[config.mk]
export PLATFORM = sky130hd
export DESIGN_NAME = udc_bus_scheduler_flat
export DESIGN_NICKNAME = d
export VERILOG_FILES = /design/src/rtl/udc_pkg.sv /design/src/rtl/udc_bus_scheduler_if.sv /design/src/rtl/udc_link_age.sv /design/src/rtl/udc_bus_scheduler.sv /design/src/flat_wrapper.sv
export SDC_FILE = /design/constraint.sdc
export NUM_CORES = 2
export LEC_CHECK = 0
export CORE_UTILIZATION = 40
export DETAILED_ROUTE_END_ITERATION = 10
export HOLD_SLACK_MARGIN = 0.15
export MAX_ROUTING_LAYER = met4
export PLACE_DENSITY = 0.68
export RECOVER_POWER = 100
export SYNTH_ARGS = -nofsm -noshare
export SYNTH_HDL_FRONTEND = slang
export SYNTH_SLANG_ARGS = --single-unit
[constraint.sdc]
create_clock -name clk -period 6.05 [get_ports clk]
set_input_delay 1.21 -clock clk [delete_from_list [all_inputs] [get_ports clk]]
set_output_delay 1.21 -clock clk [all_outputs]
set_load 0.1 [all_outputs]
[src/rtl/udc_pkg.sv]
// Shared constants, FSM state type and bus-slice helper for the DC-link Udc collection path.
package udc_pkg;

    localparam int PHASES  = 3;
    localparam int LINKNUM = 24;
    localparam int UDC_W   = 16;
    localparam int ADDR_W  = 7;
    localparam int NLINKS  = 72;
    localparam int BUS_W   = UDC_W * LINKNUM;
    localparam int MISS_W  = 4;

    typedef enum logic [1:0] {
        ST_IDLE    = 2'd0,
        ST_READ    = 2'd1,
        ST_DRAIN   = 2'd2,
        ST_PUBLISH = 2'd3
    } udc_state_e;

    // Link n (1-based) occupies bits [lsb+15:lsb]; link 1 sits at the top of the bus.
    function automatic int udc_slice_lsb(input int link);
        return UDC_W * (LINKNUM - link);
    endfunction

endpackage

[src/rtl/udc_bus_scheduler_if.sv]
// Scheduler-side bundle: period strobe, link-receive buffer read port and published Udc buses.
interface udc_bus_scheduler_if;
    import udc_pkg::*;

    logic               sync_pulse;
    logic               rd_en;
    logic [ADDR_W-1:0]  rd_addr;
    logic [UDC_W:0]     rd_data;
    logic [BUS_W-1:0]   LinkUdcA_BUS;
    logic [BUS_W-1:0]   LinkUdcB_BUS;
    logic [BUS_W-1:0]   LinkUdcC_BUS;
    logic               bus_valid;
    logic               busy;
    logic [NLINKS-1:0]  stale_mask;
    logic               overrun;

    modport master (
        input  sync_pulse, rd_data,
        output rd_en, rd_addr, LinkUdcA_BUS, LinkUdcB_BUS, LinkUdcC_BUS,
               bus_valid, busy, stale_mask, overrun
    );

    modport slave (
        output sync_pulse, rd_data,
        input  rd_en, rd_addr, LinkUdcA_BUS, LinkUdcB_BUS, LinkUdcC_BUS,
               bus_valid, busy, stale_mask, overrun
    );

endinterface

[src/rtl/udc_link_age.sv]
// Per-link freshness tracker: saturating count of consecutive periods without a fresh frame.
module udc_link_age #(
    parameter int STALE_MAX = 8
) (
    input  logic clk,
    input  logic rst_n,
    input  logic hit,
    input  logic fresh,
    output logic stale
);
    import udc_pkg::*;

    localparam logic [MISS_W-1:0] MISS_SAT = MISS_W'(STALE_MAX);

    logic [MISS_W-1:0] miss_r;
    logic [MISS_W-1:0] miss_nxt_s;

    // Next miss count for this link's returning word.
    always_comb begin
        miss_nxt_s = miss_r;
        if (hit) begin
            if (fresh) begin
                miss_nxt_s = {MISS_W{1'b0}};
            end else if (miss_r != MISS_SAT) begin
                miss_nxt_s = miss_r + MISS_W'(1);
            end else begin
                miss_nxt_s = miss_r;
            end
        end else begin
            miss_nxt_s = miss_r;
        end
    end

    // Miss counter register; a link is presumed stale until its first fresh frame.
    always_ff @(posedge clk or negedge rst_n) begin
        if (!rst_n) begin
            miss_r <= MISS_SAT;
        end else begin
            miss_r <= miss_nxt_s;
        end
    end

    // Reports the post-update state so a capture on the publishing edge is reflected.
    assign stale = (miss_nxt_s == MISS_SAT);

endmodule

[src/rtl/udc_bus_scheduler.sv]
// Collects all 72 link Udc values once per control period and publishes the packed buses atomically.
module udc_bus_scheduler #(
    parameter int LINKNUM   = 24,
    parameter int RD_LAT    = 2,
    parameter int STALE_MAX = 8
) (
    input  logic                  clk,
    input  logic                  rst_n,
    udc_bus_scheduler_if.master   bus
);
    import udc_pkg::*;

    localparam logic [ADDR_W-1:0] LAST_ADDR = ADDR_W'(NLINKS - 1);

    udc_state_e         state_r;
    logic [ADDR_W-1:0]  addr_r;
    logic               rd_en_r;
    logic [RD_LAT-1:0]  pipe_vld_r;
    logic [ADDR_W-1:0]  pipe_addr_r [RD_LAT];
    logic [UDC_W-1:0]   shadow_r     [NLINKS];
    logic [UDC_W-1:0]   shadow_nxt_s [NLINKS];
    logic [BUS_W-1:0]   bus_r        [PHASES];
    logic [BUS_W-1:0]   bus_nxt_s    [PHASES];
    logic [NLINKS-1:0]  hit_s;
    logic [NLINKS-1:0]  stale_nxt_s;
    logic [NLINKS-1:0]  stale_mask_r;
    logic               bus_valid_r;
    logic               busy_r;
    logic               overrun_r;
    logic               cap_vld_s;
    logic               cap_fresh_s;
    logic [ADDR_W-1:0]  cap_addr_s;
    logic               drain_done_s;

    assign cap_vld_s   = pipe_vld_r[RD_LAT-1];
    assign cap_addr_s  = pipe_addr_r[RD_LAT-1];
    assign cap_fresh_s = bus.rd_data[UDC_W];

    // Tag pipeline matching the buffer read latency; its last stage marks the returning word.
    always_ff @(posedge clk or negedge rst_n) begin
        if (!rst_n) begin
            pipe_vld_r <= {RD_LAT{1'b0}};
            for (int i = 0; i < RD_LAT; i++) pipe_addr_r[i] <= {ADDR_W{1'b0}};
        end else begin
            pipe_vld_r[0]  <= rd_en_r;
            pipe_addr_r[0] <= addr_r;
            for (int i = 1; i < RD_LAT; i++) begin
                pipe_vld_r[i]  <= pipe_vld_r[i-1];
                pipe_addr_r[i] <= pipe_addr_r[i-1];
            end
        end
    end

    // Drain completes when only the final stage can still hold a word.
    always_comb begin
        drain_done_s = ~rd_en_r;
        for (int i = 0; i < RD_LAT - 1; i++) drain_done_s = drain_done_s & ~pipe_vld_r[i];
    end

    for (genvar i = 0; i < NLINKS; i++) begin : g_link
        assign hit_s[i] = cap_vld_s && (cap_addr_s == ADDR_W'(i));
        udc_link_age #(.STALE_MAX(STALE_MAX)) u_age (
            .clk   (clk),
            .rst_n (rst_n),
            .hit   (hit_s[i]),
            .fresh (cap_fresh_s),
            .stale (stale_nxt_s[i])
        );
    end

    // Shadow with this cycle's capture merged in; stale words keep the last good value.
    always_comb begin
        for (int i = 0; i < NLINKS; i++) begin
            if (hit_s[i] && cap_fresh_s) begin
                shadow_nxt_s[i] = bus.rd_data[UDC_W-1:0];
            end else begin
                shadow_nxt_s[i] = shadow_r[i];
            end
        end
    end

    // Pack the merged shadow into per-phase buses, link 1 in the top slice.
    always_comb begin
        for (int p = 0; p < PHASES; p++) begin
            bus_nxt_s[p] = {BUS_W{1'b0}};
            for (int n = 1; n <= LINKNUM; n++) begin
                bus_nxt_s[p][udc_slice_lsb(n) +: UDC_W] = shadow_nxt_s[p*LINKNUM + n - 1];
            end
        end
    end

    // Shadow registers; cleared on reset so nothing from an aborted period survives.
    always_ff @(posedge clk or negedge rst_n) begin
        if (!rst_n) begin
            for (int i = 0; i < NLINKS; i++) shadow_r[i] <= {UDC_W{1'b0}};
        end else begin
            shadow_r <= shadow_nxt_s;
        end
    end

    // Sequencer FSM with all registered outputs.
    always_ff @(posedge clk or negedge rst_n) begin
        if (!rst_n) begin
            state_r      <= ST_IDLE;
            addr_r       <= {ADDR_W{1'b0}};
            rd_en_r      <= 1'b0;
            busy_r       <= 1'b0;
            bus_valid_r  <= 1'b0;
            overrun_r    <= 1'b0;
            stale_mask_r <= {NLINKS{1'b1}};
            for (int p = 0; p < PHASES; p++) bus_r[p] <= {BUS_W{1'b0}};
        end else begin
            bus_valid_r <= 1'b0;
            overrun_r   <= bus.sync_pulse && (state_r != ST_IDLE);
            case (state_r)
                ST_IDLE: begin
                    if (bus.sync_pulse) begin
                        state_r <= ST_READ;
                        addr_r  <= {ADDR_W{1'b0}};
                        rd_en_r <= 1'b1;
                        busy_r  <= 1'b1;
                    end else begin
                        state_r <= ST_IDLE;
                    end
                end
                ST_READ: begin
                    if (addr_r == LAST_ADDR) begin
                        rd_en_r <= 1'b0;
                        state_r <= ST_DRAIN;
                    end else begin
                        addr_r <= addr_r + ADDR_W'(1);
                    end
                end
                ST_DRAIN: begin
                    // The last word is merged and published on the same edge.
                    if (drain_done_s) begin
                        state_r      <= ST_PUBLISH;
                        bus_r        <= bus_nxt_s;
                        stale_mask_r <= stale_nxt_s;
                        bus_valid_r  <= 1'b1;
                    end else begin
                        state_r <= ST_DRAIN;
                    end
                end
                ST_PUBLISH: begin
                    state_r <= ST_IDLE;
                    busy_r  <= 1'b0;
                end
                default: begin
                    state_r <= ST_IDLE;
                    rd_en_r <= 1'b0;
                    busy_r  <= 1'b0;
                end
            endcase
        end
    end

    assign bus.rd_en        = rd_en_r;
    assign bus.rd_addr      = addr_r;
    assign bus.LinkUdcA_BUS = bus_r[0];
    assign bus.LinkUdcB_BUS = bus_r[1];
    assign bus.LinkUdcC_BUS = bus_r[2];
    assign bus.bus_valid    = bus_valid_r;
    assign bus.busy         = busy_r;
    assign bus.stale_mask   = stale_mask_r;
    assign bus.overrun      = overrun_r;

endmodule

[src/flat_wrapper.sv]
// flat-port wrapper written by rule: the top's interface ports become plain ports
module udc_bus_scheduler_flat import udc_pkg::*;
#(
    parameter int LINKNUM   = 24,
    parameter int RD_LAT    = 2,
    parameter int STALE_MAX = 8
)
  (clk, rst_n, bus_sync_pulse, bus_rd_data, bus_rd_en, bus_rd_addr, bus_LinkUdcA_BUS, bus_LinkUdcB_BUS, bus_LinkUdcC_BUS, bus_bus_valid, bus_busy, bus_stale_mask, bus_overrun);
  udc_bus_scheduler_if bus_i ();
  input  logic clk;
  input  logic rst_n;
  input wire logic [$bits(bus_i.sync_pulse)-1:0] bus_sync_pulse;
  input wire logic [$bits(bus_i.rd_data)-1:0] bus_rd_data;
  output wire logic [$bits(bus_i.rd_en)-1:0] bus_rd_en;
  output wire logic [$bits(bus_i.rd_addr)-1:0] bus_rd_addr;
  output wire logic [$bits(bus_i.LinkUdcA_BUS)-1:0] bus_LinkUdcA_BUS;
  output wire logic [$bits(bus_i.LinkUdcB_BUS)-1:0] bus_LinkUdcB_BUS;
  output wire logic [$bits(bus_i.LinkUdcC_BUS)-1:0] bus_LinkUdcC_BUS;
  output wire logic [$bits(bus_i.bus_valid)-1:0] bus_bus_valid;
  output wire logic [$bits(bus_i.busy)-1:0] bus_busy;
  output wire logic [$bits(bus_i.stale_mask)-1:0] bus_stale_mask;
  output wire logic [$bits(bus_i.overrun)-1:0] bus_overrun;
  assign bus_i.sync_pulse = bus_sync_pulse;
  assign bus_i.rd_data = bus_rd_data;
  assign bus_rd_en = bus_i.rd_en;
  assign bus_rd_addr = bus_i.rd_addr;
  assign bus_LinkUdcA_BUS = bus_i.LinkUdcA_BUS;
  assign bus_LinkUdcB_BUS = bus_i.LinkUdcB_BUS;
  assign bus_LinkUdcC_BUS = bus_i.LinkUdcC_BUS;
  assign bus_bus_valid = bus_i.bus_valid;
  assign bus_busy = bus_i.busy;
  assign bus_stale_mask = bus_i.stale_mask;
  assign bus_overrun = bus_i.overrun;
  udc_bus_scheduler #(.LINKNUM(LINKNUM), .RD_LAT(RD_LAT), .STALE_MAX(STALE_MAX)) u_core (.clk(clk), .rst_n(rst_n), .bus(bus_i));
endmodule
==> results_tabular.tex <==
\begin{tabular}{lr}
\hline
Metric & Value \\
\hline
\multicolumn{2}{l}{\textbf{Run status}} \\
Run status & finished, violations left \\
Failing checks & capacitance limit, slew limit \\
\multicolumn{2}{l}{\textbf{Floorplanning}} \\
Count of standard-cell rows & 190 \\
Floorplan die width & 522.7 um \\
Die Ht & 522.7 um \\
Top-Level Pins & 1,255 \\
Area inside the core boundary & 0.2689 sq mm \\
Overall die area & 0.2732 sq mm \\
Initial Util & 40.34\% \\
\multicolumn{2}{l}{\textbf{Flow run}} \\
Max-cap violations & 96 \\
\multicolumn{2}{l}{\textbf{Power and ir drop}} \\
Highest ir drop seen on vdd & 0.2446 mV \\
Leak & 0.06880 uW \\
Power density over the cells & 277.4 mW/mm\^{}2 \\
\multicolumn{2}{l}{\textbf{Routing}} \\
Vias per Instance & 5.502 \\
Initial DRC count & 5,642 \\
Average routed wire per standard cell & 28.53 um \\
Count of TritonRoute iterations in the first routing pass & 7 \\
DRC errors left & 0 \\
Total number of vias & about 69,000 \\
Count of antenna-violating nets left after detailed routing & 0 \\
Detailed Route WL & 359,500 um \\
\multicolumn{2}{l}{\textbf{GRT}} \\
Number of global-route vias before repair & 72,010 \\
GRT Residual Overflow & 0 \\
Wire length of the first global-routing pass & 519,000 um \\
Total track usage & around 27\% \\
Largest net degree at the start of global routing & 176 \\
Number of antenna violations at the first check in global routing & 28 \\
\multicolumn{2}{l}{\textbf{STA}} \\
Slack of the critical path & $\sim$1000 ps \\
Unrepaired setup endpoints after global routing & no \\
Clock skew after layout & 96.34 ps \\
Normalized max-slew margin & -178.0\% \\
Number of failing hold endpoints at the final stage & 0 \\
Setup TNS & 0 ps \\
Worst-margin pin slew & 4170 ps \\
Peak clock frequency supported by timing & 200.0 MHz \\
Period minus WS final & roughly 5000 ps \\
Setup violations, final & 0 \\
Final count of pins violating max slew & 1,150 \\
Crit share post-route & roughly 83\% \\
Final hold slack & 350.5 ps \\
\multicolumn{2}{l}{\textbf{Placed design}} \\
Pre-CTS worst setup slack & 1352 ps \\
Count of port buffers added during placement & 1,254 \\
Post-DP Area & roughly 0.12 sq mm \\
Final HPWL DP & 237,800 um \\
Routability Congestion & 0.8836 \\
\multicolumn{2}{l}{\textbf{Clock tree}} \\
Hold Buf Count CTS & 0 \\
Total clock buffers created by CTS & 292 \\
Number of buffers on the longest clock path & 4 \\
Post-CTS Repair Setup Buffers & 0 \\
Clock net sink count & 2,693 \\
Worst-skew pair later-pin latency & 930 ps \\
Root Driver & clkbuf\_16 \\
H-tree depth reported by CTS & 5 \\
Clock-pin slew of the registers on the worst-case setup and hold paths & 60 ps \\
Clock tree from TritonCTS & built \\
Post-CTS sizing & 0 \\
\multicolumn{2}{l}{\textbf{Min path}} \\
Worst hold path endpoint & u\_core.cap\_addr\_s[1] \\
Worst hold path depth & 0 \\
Launch instance of the worst min-delay path & u\_core.pipe\_addr\_r[8] \\
Kind of path behind the tightest hold check & reg2reg \\
\multicolumn{2}{l}{\textbf{Logic synthesis}} \\
Share of synthesized flip-flops with an asynchronous set or reset & 100.0\% \\
Register area share after synthesis & 62.30\% \\
Synthesized netlist net count & 7,772 \\
Yosys warns & 0 \\
Netlist area before placement & 0.1085 sq mm \\
Cell count after synthesis & about 7,600 \\
Mean instance size in the synthesized netlist & 14.27 sq um \\
Number of storage elements in the synthesis netlist & 2,693 \\
Post-synth EDFFs & 0 \\
Most used flip-flop cell after synthesis & dfrtp\_1 \\
Number of library cell types mapped by synthesis & 76 \\
\multicolumn{2}{l}{\textbf{Cells and area}} \\
Proportion of layout cells with a drive suffix above 1 & between 20\% and 30\% \\
Total of fill cells in the finished design & 22,640 \\
Final design instance area without fill & 0.1335 sq mm \\
Layout overhead on the synthesized area & 23.05\% \\
Nets & 8,975 \\
Combined flip-flop and latch cell area & roughly 0.068 sq mm \\
Area of the multi-input gates & 0.03820 sq mm \\
\multicolumn{2}{l}{\textbf{Worst setup path}} \\
Crit-path cells & clkbuf\_1 > nand3\_1 > nor2\_2 > clkbuf\_1 > mux2\_2 > mux2\_2 \\
Worst reg-to-reg setup slack & 1050 ps \\
Arrival time worst endpoint & 5790 ps \\
Longest individual stage delay on the worst path & around 1500 ps \\
Highest net fanout along the worst path & 35 \\
Launch point of the worst reg-to-reg path & u\_core.cap\_addr\_s[6] \\
Worst flop-to-flop path endpoint & u\_core.bus.LinkUdcC\_BUS[15] \\
Required arrival time at the worst endpoint & 6840 ps \\
CP Capture Type & flop \\
Worst setup path class & reg2reg \\
Cell with the largest stage delay on the worst path & clkbuf\_1 \\
Worst Reg-to-Reg Cells & 6 \\
Launching element type of the critical path & flop \\
\hline
\end{tabular}
[routing by layer]
metal  global-route usage (%)  up-vias  part of all wire [%]
li1                         -    29400                     -
met1                    32.49    36770                    39
met2                    41.92     2470                    47
met3                    7.181      690                   8.2
met4                    11.76        0                   5.3
met5                        -        -                     0
[where the power goes]
group | switching, uW | internal, uW
clock network | 7620 | 10500
logic | 760 | 107
registers | 25.9 | 18000
[worst max-delay path, delay by kind of cell (launching register included)]
family | cells | cell delay (ps)
buf+inv | 2 | 2780
simple gates | 2 | 970
mux | 2 | 740
flops | 1 | 410
[per-stage QoR]
step / total power (uW) / utilization [%] / cells
4_1_cts: 37340 / 49.96 / 12590
3_3_place_gp: 19250 / 46.34 / 12060
6_report: 37020 / 49.64 / 12600
3_5_place_dp: 19280 / 46.34 / 12060
5_1_grt: 38100 / 49.62 / 12590
2_1_floorplan: 18600 / - / 7603
[sequential cells by signal, indices dropped and copies added, names as in the netlist]
register / flops
u_core.cap_addr_s: 7
u_core.pipe_vld_r: 2
u_core.bus.stale_mask: 72
u_core.bus.bus_valid: 1
u_core.bus.LinkUdcB_BUS: 384
u_core.bus.busy: 1
u_core.bus.rd_en: 1
u_core.bus.overrun: 1
u_core.bus.LinkUdcC_BUS: 384
u_core.shadow_r: 1152
u_core.pipe_addr_r: 7
u_core.bus.LinkUdcA_BUS: 384
u_core.bus.rd_addr: 7
u_core.state_r: 2
u_core.g_link.u_age.miss_r: 288
[cells in the mapped netlist (all sizes together) (8+ instances only)]
cell | instances | share of area [%]
nand2 | 373 | 1.3
inv | 169 | 0.58
nor2b | 17 | 0.098
nor4 | 35 | 0.20
o211ai | 69 | 0.48
or3 | 60 | 0.35
o31ai | 91 | 0.63
and3b | 42 | 0.34
and3 | 15 | 0.087
or4b | 11 | 0.10
nor4bb | 8 | 0.074
nand4b | 9 | 0.073
mux2i | 23 | 0.21
a21oi | 58 | 0.27
nor2 | 192 | 0.70
nand3b | 85 | 0.59
a41o | 26 | 0.24
mux2 | 2306 | 24
clkbuf | 358 | 1.3
o22ai | 8 | 0.046
o21ai | 238 | 1.1
nor4b | 16 | 0.16
ha | 149 | 1.7
nand4 | 33 | 0.19
nand3 | 228 | 1.1
nand4bb | 13 | 0.13
a211oi | 32 | 0.22
dfrtp | 2549 | 59
a22o | 12 | 0.097
dfstp | 144 | 3.5
buf | 126 | 0.61
nor3 | 19 | 0.10
[worst max-delay path by stage]
stage | start | end | slack [ps]
after floorplan | bus_rd_data[16] | u_core.bus.LinkUdcC_BUS[197] | 2820
after global placement | bus_rd_data[16] | u_core.bus.LinkUdcA_BUS[141] | 1390
after detailed placement | bus_rd_data[16] | u_core.bus.LinkUdcA_BUS[138] | 1350
after CTS | u_core.cap_addr_s[0] | u_core.bus.LinkUdcB_BUS[307] | 1900
after global routing | u_core.cap_addr_s[1] | u_core.bus.LinkUdcC_BUS[215] | 870
final | u_core.cap_addr_s[6] | u_core.bus.LinkUdcC_BUS[15] | 1050
[layout by cell type, fill, tap and decap left out, types with 10 or more instances in the layout]
| cell type | instances |
|---|---|
| nor3_1 | 18 |
| and3b_1 | 42 |
| o211ai_1 | 69 |
| nor4b_1 | 13 |
| o31ai_1 | 91 |
| dfrtp_1 | 2545 |
| a22o_1 | 12 |
| nor2_2 | 17 |
| inv_6 | 10 |
| nor2_1 | 175 |
| buf_12 | 24 |
| mux2_1 | 565 |
| ha_1 | 149 |
| a211oi_1 | 32 |
| inv_1 | 169 |
| clkbuf_8 | 60 |
| nand3_1 | 228 |
| dfstp_2 | 144 |
| clkinv_2 | 47 |
| mux2_2 | 1741 |
| nor4_1 | 34 |
| bufinv_16 | 16 |
| buf_4 | 70 |
| clkbuf_16 | 294 |
| nor2b_1 | 17 |
| nand4bb_1 | 13 |
| nand3b_1 | 85 |
| nand2_1 | 372 |
| nand4_1 | 33 |
| diode_2 | 15 |
| o21ai_0 | 238 |
| and3_1 | 15 |
| dlygate4sd3_1 | 1107 |
| or4b_2 | 10 |
| or3_1 | 60 |
| mux2i_1 | 23 |
| a41o_1 | 26 |
| clkbuf_1 | 245 |
| a21oi_1 | 58 |
[final cells by class]
cell class | count | area share (%)
Multi-Input combinational cell | 4255 | 28.62
Antenna cell | 15 | 0.02813
Clock buffer | 419 | 6.307
Tap cell | 3552 | 3.330
Inverter | 171 | 0.4885
Clock inverter | 103 | 0.9676
Sequential cell | 2693 | 50.64
Timing Repair Buffer | 1393 | 9.621
[kinds of logic (layout without fill, tap and decap cells)]
kind of cell             count (synthesis)  in the layout  synth area share, %
other                                    0             15                    0
XOR/XNOR                                 4              4              0.03231
buffers and inverters                  655           2086                2.460
multiplexers                          2329           2329                24.15
flip-flops                            2693           2693                62.30
AO/OA/AOI/OAI                          585            585                3.492
adder cells (fa/ha/maj)                149            149                1.719
AND/OR/NAND/NOR                       1188           1188                5.843
No activity file was read; power rests on OpenSTA's default activity.
